[config.mk]
export PLATFORM = sky130hd
export DESIGN_NAME = custom_conv_ctrl
export DESIGN_NICKNAME = d
export VERILOG_FILES = /design/src/rtl/custom_conv_ctrl.sv
export SDC_FILE = /design/constraint.sdc
export NUM_CORES = 1
export LEC_CHECK = 0
export ABC_CLOCK_PERIOD_IN_PS = 3500
export CORE_MARGIN = 1.5
export CORE_UTILIZATION = 40
export DETAILED_ROUTE_END_ITERATION = 7
export PLACE_DENSITY = 0.68
export SLEW_MARGIN = 25
export SYNTH_ARGS = -nofsm -noshare
export SYNTH_HDL_FRONTEND = slang
export SYNTH_SLANG_ARGS = --single-unit
[constraint.sdc]
create_clock -name clk -period 3.5 [get_ports clk]
set_clock_uncertainty 0.1 [all_clocks]
set_input_delay 0.35 -clock clk [delete_from_list [all_inputs] [get_ports clk]]
set_output_delay 0.35 -clock clk [all_outputs]
set_load 0.02 [all_outputs]
[src/rtl/custom_conv_ctrl.sv]
// custom_conv_ctrl: sequencer for the 2x2-output convolution datapath (kernel/feature reads, lane loads, accumulates).
// Optional build macro CONV_CTRL_WEIGHT_REUSE_EN adds reuse_w to skip reloading an already loaded kernel.
module custom_conv_ctrl #(
    parameter int ADDR_W  = 8,
    parameter int W_BASE  = 0,
    parameter int F_BASE  = 4,
    parameter int MEM_LAT = 1,
    parameter int ALU_LAT = 1
) (
    input  logic              clk,
    input  logic              rst,
`ifdef CONV_CTRL_WEIGHT_REUSE_EN
    input  logic              reuse_w,
`endif
    input  logic              start,
    output logic              busy,
    output logic              done,
    output logic [ADDR_W-1:0] mem_addr,
    output logic              mem_rd_en,
    output logic [3:0]        weight_en,
    output logic [3:0]        feature_en,
    output logic [7:0]        sel_demux,
    output logic [3:0]        acc_en
);
    localparam int WAIT_N = MEM_LAT + ALU_LAT;
    localparam int CNT_W  = $clog2(WAIT_N + 1);

    typedef enum logic [2:0] {S_IDLE, S_LD_W, S_LD_F, S_WAIT, S_ACC, S_DONE} state_t;

    state_t            r_state, w_state_nx;
    logic [1:0]        r_k, w_k_nx, r_p, w_p_nx;
    logic [CNT_W-1:0]  r_cnt, w_cnt_nx;
    logic [ADDR_W-1:0] r_addr, w_addr;
    logic [3:0]        w_tag, w_tag_out;
    logic [3:0]        r_pipe [MEM_LAT];
    logic [1:0]        w_row, w_col;
    logic [3:0]        w_off;
    logic              w_skip_w;

`ifdef CONV_CTRL_WEIGHT_REUSE_EN
    logic r_w_valid;
    // kernel-present flag: set once a full weight load has been issued
    always_ff @(posedge clk) begin
        if (rst) r_w_valid <= 1'b0;
        else if (r_state == S_LD_W && r_k == 2'd3) r_w_valid <= 1'b1;
    end
    assign w_skip_w = reuse_w & r_w_valid;
`else
    assign w_skip_w = 1'b0;
`endif

    // feature pixel offset 3*(r+kr)+(c+kc) for output p and kernel tap k
    assign w_row = {1'b0, r_p[1]} + {1'b0, r_k[1]};
    assign w_col = {1'b0, r_p[0]} + {1'b0, r_k[0]};
    assign w_off = {1'b0, w_row, 1'b0} + {2'b00, w_row} + {2'b00, w_col};

    // state and sequencing counters
    always_ff @(posedge clk) begin
        if (rst) begin
            r_state <= S_IDLE;
            r_k     <= '0;
            r_p     <= '0;
            r_cnt   <= '0;
        end else begin
            r_state <= w_state_nx;
            r_k     <= w_k_nx;
            r_p     <= w_p_nx;
            r_cnt   <= w_cnt_nx;
        end
    end

    // next-state, read issue and handshake outputs
    always_comb begin
        w_state_nx = r_state;
        w_k_nx     = r_k;
        w_p_nx     = r_p;
        w_cnt_nx   = r_cnt;
        w_addr     = r_addr;
        w_tag      = '0;
        mem_rd_en  = 1'b0;
        busy       = 1'b0;
        done       = 1'b0;
        acc_en     = '0;
        case (r_state)
            S_IDLE: if (start) begin
                w_state_nx = w_skip_w ? S_LD_F : S_LD_W;
                w_k_nx     = '0;
                w_p_nx     = '0;
            end
            S_LD_W: begin
                busy      = 1'b1;
                mem_rd_en = 1'b1;
                w_addr    = ADDR_W'(W_BASE) + ADDR_W'(r_k);
                w_tag     = {2'b10, r_k};
                w_k_nx    = r_k + 2'd1;
                if (r_k == 2'd3) w_state_nx = S_LD_F;
            end
            S_LD_F: begin
                busy      = 1'b1;
                mem_rd_en = 1'b1;
                w_addr    = ADDR_W'(F_BASE) + ADDR_W'(w_off);
                w_tag     = {2'b11, r_k};
                w_k_nx    = r_k + 2'd1;
                w_cnt_nx  = '0;
                if (r_k == 2'd3) w_state_nx = S_WAIT;
            end
            S_WAIT: begin
                busy     = 1'b1;
                w_cnt_nx = r_cnt + 1'b1;
                if (r_cnt == CNT_W'(WAIT_N - 1)) w_state_nx = S_ACC;
            end
            S_ACC: begin
                busy       = 1'b1;
                acc_en     = 4'b1000 >> r_p;
                w_p_nx     = r_p + 2'd1;
                w_state_nx = (r_p == 2'd3) ? S_DONE : S_LD_F;
            end
            S_DONE: begin
                done       = 1'b1;
                w_state_nx = S_IDLE;
            end
            default: w_state_nx = S_IDLE;
        endcase
    end

    // last issued address is held while no read is in progress
    always_ff @(posedge clk) begin
        if (rst) r_addr <= '0;
        else if (mem_rd_en) r_addr <= w_addr;
    end

    // read tags ride alongside memory latency so lane enables line up with returning data
    always_ff @(posedge clk) begin
        if (rst) begin
            for (int i = 0; i < MEM_LAT; i++) r_pipe[i] <= '0;
        end else begin
            r_pipe[0] <= w_tag;
            for (int i = 1; i < MEM_LAT; i++) r_pipe[i] <= r_pipe[i-1];
        end
    end

    assign w_tag_out  = r_pipe[MEM_LAT-1];
    assign mem_addr   = mem_rd_en ? w_addr : r_addr;
    assign weight_en  = (w_tag_out[3] && !w_tag_out[2]) ? 4'b1000 >> w_tag_out[1:0] : 4'b0000;
    assign feature_en = (w_tag_out[3] && w_tag_out[2]) ? 4'b1000 >> w_tag_out[1:0] : 4'b0000;
    assign sel_demux  = (r_state == S_LD_F || r_state == S_WAIT || r_state == S_ACC) ? {4{r_p}} : 8'h00;
endmodule

==> flow_metrics.env <==
export IMPL_outcome="completed"
export IMPL_path_max_fanout=5
export IMPL_top_level_ports=34
export IMPL_critical_path_top_delay_family="adder cells"
export IMPL_dp_hpwl_um=1957
export IMPL_final_core_util_pct=52.21
export IMPL_post_cts_setup_buffers=0
export IMPL_synth_edff_count=0
export IMPL_cp_slowest_cell="clkdlybuf4s50_1"
export IMPL_syn_inst=147
export IMPL_hold_buffers=0
export IMPL_finalSetupViolCount=0
export IMPL_syn_to_final_growth_pct=23.45
export IMPL_hold_viol=0
export IMPL_synthTopCellsByArea="dfxtp_1 (33%), ha_1 (8.7%), buf_4 (5.2%)"
export IMPL_slowest_delay_ns=0.55
export IMPL_die_w_um=59.82
export IMPL_fmaxAchievable_mhz=301.7
export IMPL_drc=0
export IMPL_worst_slack_ns=0.1856
export IMPL_grt_max_degree=22
export IMPL_clk_latency_ns=0.31
export IMPL_port_buffers=33
export IMPL_cap_violations=0
export IMPL_final_common_cell="clkdlybuf4s50_1"
export IMPL_num_rows=20
export IMPL_root_buffer="clkbuf_4"
export IMPL_initial_utilization_pct=42.30
export IMPL_path_buf_inv=2
export IMPL_place_congestion=0.8471
export IMPL_tns_ns=0
export IMPL_startpoint_type="flop"
export IMPL_crit_chain="inv_1 -> ha_1 -> fa_1 -> ha_1 -> nor4b_1 -> nor3_1 -> clkdlybuf4s50_1"
export IMPL_grt_pass1_wl_um=4374
export IMPL_synth_avg_cell_area_um2=8.784
export IMPL_tritoncts="built"
export IMPL_slew_headroom_pct=52.95
export IMPL_vdd_ir_drop_max_mv=0.2197
export IMPL_grt_pass1_vias=1022
export IMPL_netlist_area_um2=1291
export IMPL_dieArea_um2=3578
export IMPL_final_cell_mix="clkdlybuf4s50_1 (33), dfxtp_1 (21), nor2_1 (14)"
export IMPL_p_leak_nw=0.6309
export IMPL_arrival_ns=2.86
export IMPL_synthFlopType="dfxtp_1"
export IMPL_min_from="r_cnt[1]$_SDFFE_PP0P_"
export IMPL_post_cts_resize_count=0
export IMPL_fin_crit_sh_pct=94.70
export IMPL_ant_nets=0
export IMPL_clk_pin_slew_ns=0.12
export IMPL_worstSetupPathType="reg2out"
export IMPL_wire_per_inst_um=11.95
export IMPL_min_path_type="reg2reg"
export IMPL_drive_above_1_share_pct=7.647
export IMPL_endpoint_kind="output port"
export IMPL_whs_ns=0.3639
export IMPL_r2r_start="r_p[1]$_SDFFE_PP0P_"
export IMPL_power_density_nw_per_um2=306.1
export IMPL_yosysTopAreaCellShare_pct=32.56
export IMPL_async_reset_ff_share_pct=0
export IMPL_antenna_found_initial=0
export IMPL_cts_sinks=21
export IMPL_grt_setup_unrepaired="false"
export IMPL_required_ns=3.05
export IMPL_yosys_cell_types_count=45
export IMPL_yosysTopAreaCell="dfxtp_1"
export IMPL_crit_start="r_p[1]$_SDFFE_PP0P_"
export IMPL_period_needed_ns=3.314
export IMPL_syn_nets=160
export IMPL_overflow=0
export IMPL_vias=1071
export IMPL_yosys_warnings=0
export IMPL_crit_top_cell="ha_1"
export IMPL_htree_num_levels=1
export IMPL_cts_buffer_depth=2
export IMPL_synth_seq_cells=21
export IMPL_core_area_um2=3053
export IMPL_slew_violations=0
export IMPL_cts_buffers=3
export IMPL_drtIter0Drc=25
export IMPL_grt_total_usage_pct=15.89
export IMPL_routed_wl_um=2558
export IMPL_detail_route_first_pass_iterations=2
export IMPL_diodes=0
export IMPL_via_per_inst=5.005
export IMPL_place_ws_ns=0.5138
export IMPL_yosysSeqAreaShare_pct=32.56
export IMPL_nets=184
export IMPL_worst_slew_pin_transition_ns=0.7048
export IMPL_die_h_um=59.82
## cell usage after synthesis, types with 4 or more instances
master	number
inv_1	10
nand3_1	5
buf_4	9
nor2_1	14
nor3_1	6
a21oi_1	11
ha_1	9
dfxtp_1	21
and3_1	7
nand2_1	4
and2_1	4
nand2b_1	4
## metal layers
layer,global-route usage [%],part of all wire [%],vias up
met4,3.492,0.47,0
li1,-,-,547
met5,0,0,-
met3,4.978,3.6,2
met2,28.42,52,18
met1,18.39,43,504
## state kept, by name, indices dropped and copies added (netlist names)
name,count
r_k,2
r_cnt,2
r_state,3
r_pipe,4
r_p,2
r_addr,8
## cell type report
| class | instances | area (um2) |
|---|---|---|
| sequential | 21 | 420.4 |
| clock buffer | 3 | 22.52 |
| fill | 296 | 1459 |
| tap | 44 | 55.05 |
| inverter | 10 | 37.54 |
| clock inverter | 1 | 5.005 |
| multi-input combinational | 102 | 723.2 |
| timing repair buffer | 33 | 330.3 |
## per-stage QoR
step,cells,area (um2),power [mW]
2_1_floorplan,147,1291,0.3471
3_3_place_gp,210,1567,0.3741
3_5_place_dp,210,1567,0.3756
4_1_cts,214,1594,0.4921
5_1_grt,214,1594,0.5137
6_report,214,1594,0.4879
## power by group
part / leakage (nW) / switching, mW / internal (mW)
logic: 0.443 / 0.0571 / 0.0475
clock network: 0.0177 / 0.0756 / 0.0427
registers: 0.170 / 0.0163 / 0.249
## worst min-delay path, cell delays in order, from the launching register on
cell and delay [ns]:
dfxtp_1 0.33, nand2_1 0.05, a21oi_1 0.05
## path summary, 6_finish.rpt
kind                                end  cells past startpoint  slack [ns]
setup / recovery            mem_addr[1]                      7        0.19
hold / removal    r_cnt[1]$_SDFFE_PP0P_                      2        0.36
setup reg to reg   r_addr[1]$_SDFF_PP0_                      6        1.27
hold reg to reg   r_cnt[1]$_SDFFE_PP0P_                      2        0.36
## kinds of logic after synthesis
| logic type | Yosys count | share of synthesized area (%) |
|---|---|---|
| AO/OA/AOI/OAI | 26 | 13.95 |
| XOR/XNOR | 1 | 0.6784 |
| adder cells (fa/ha/maj) | 10 | 10.27 |
| buffers and inverters | 24 | 11.43 |
| flip-flops | 21 | 32.56 |
| multiplexers | 3 | 2.422 |
| AND/OR/NAND/NOR | 62 | 28.68 |
No activity file was read; power rests on OpenSTA's default activity.
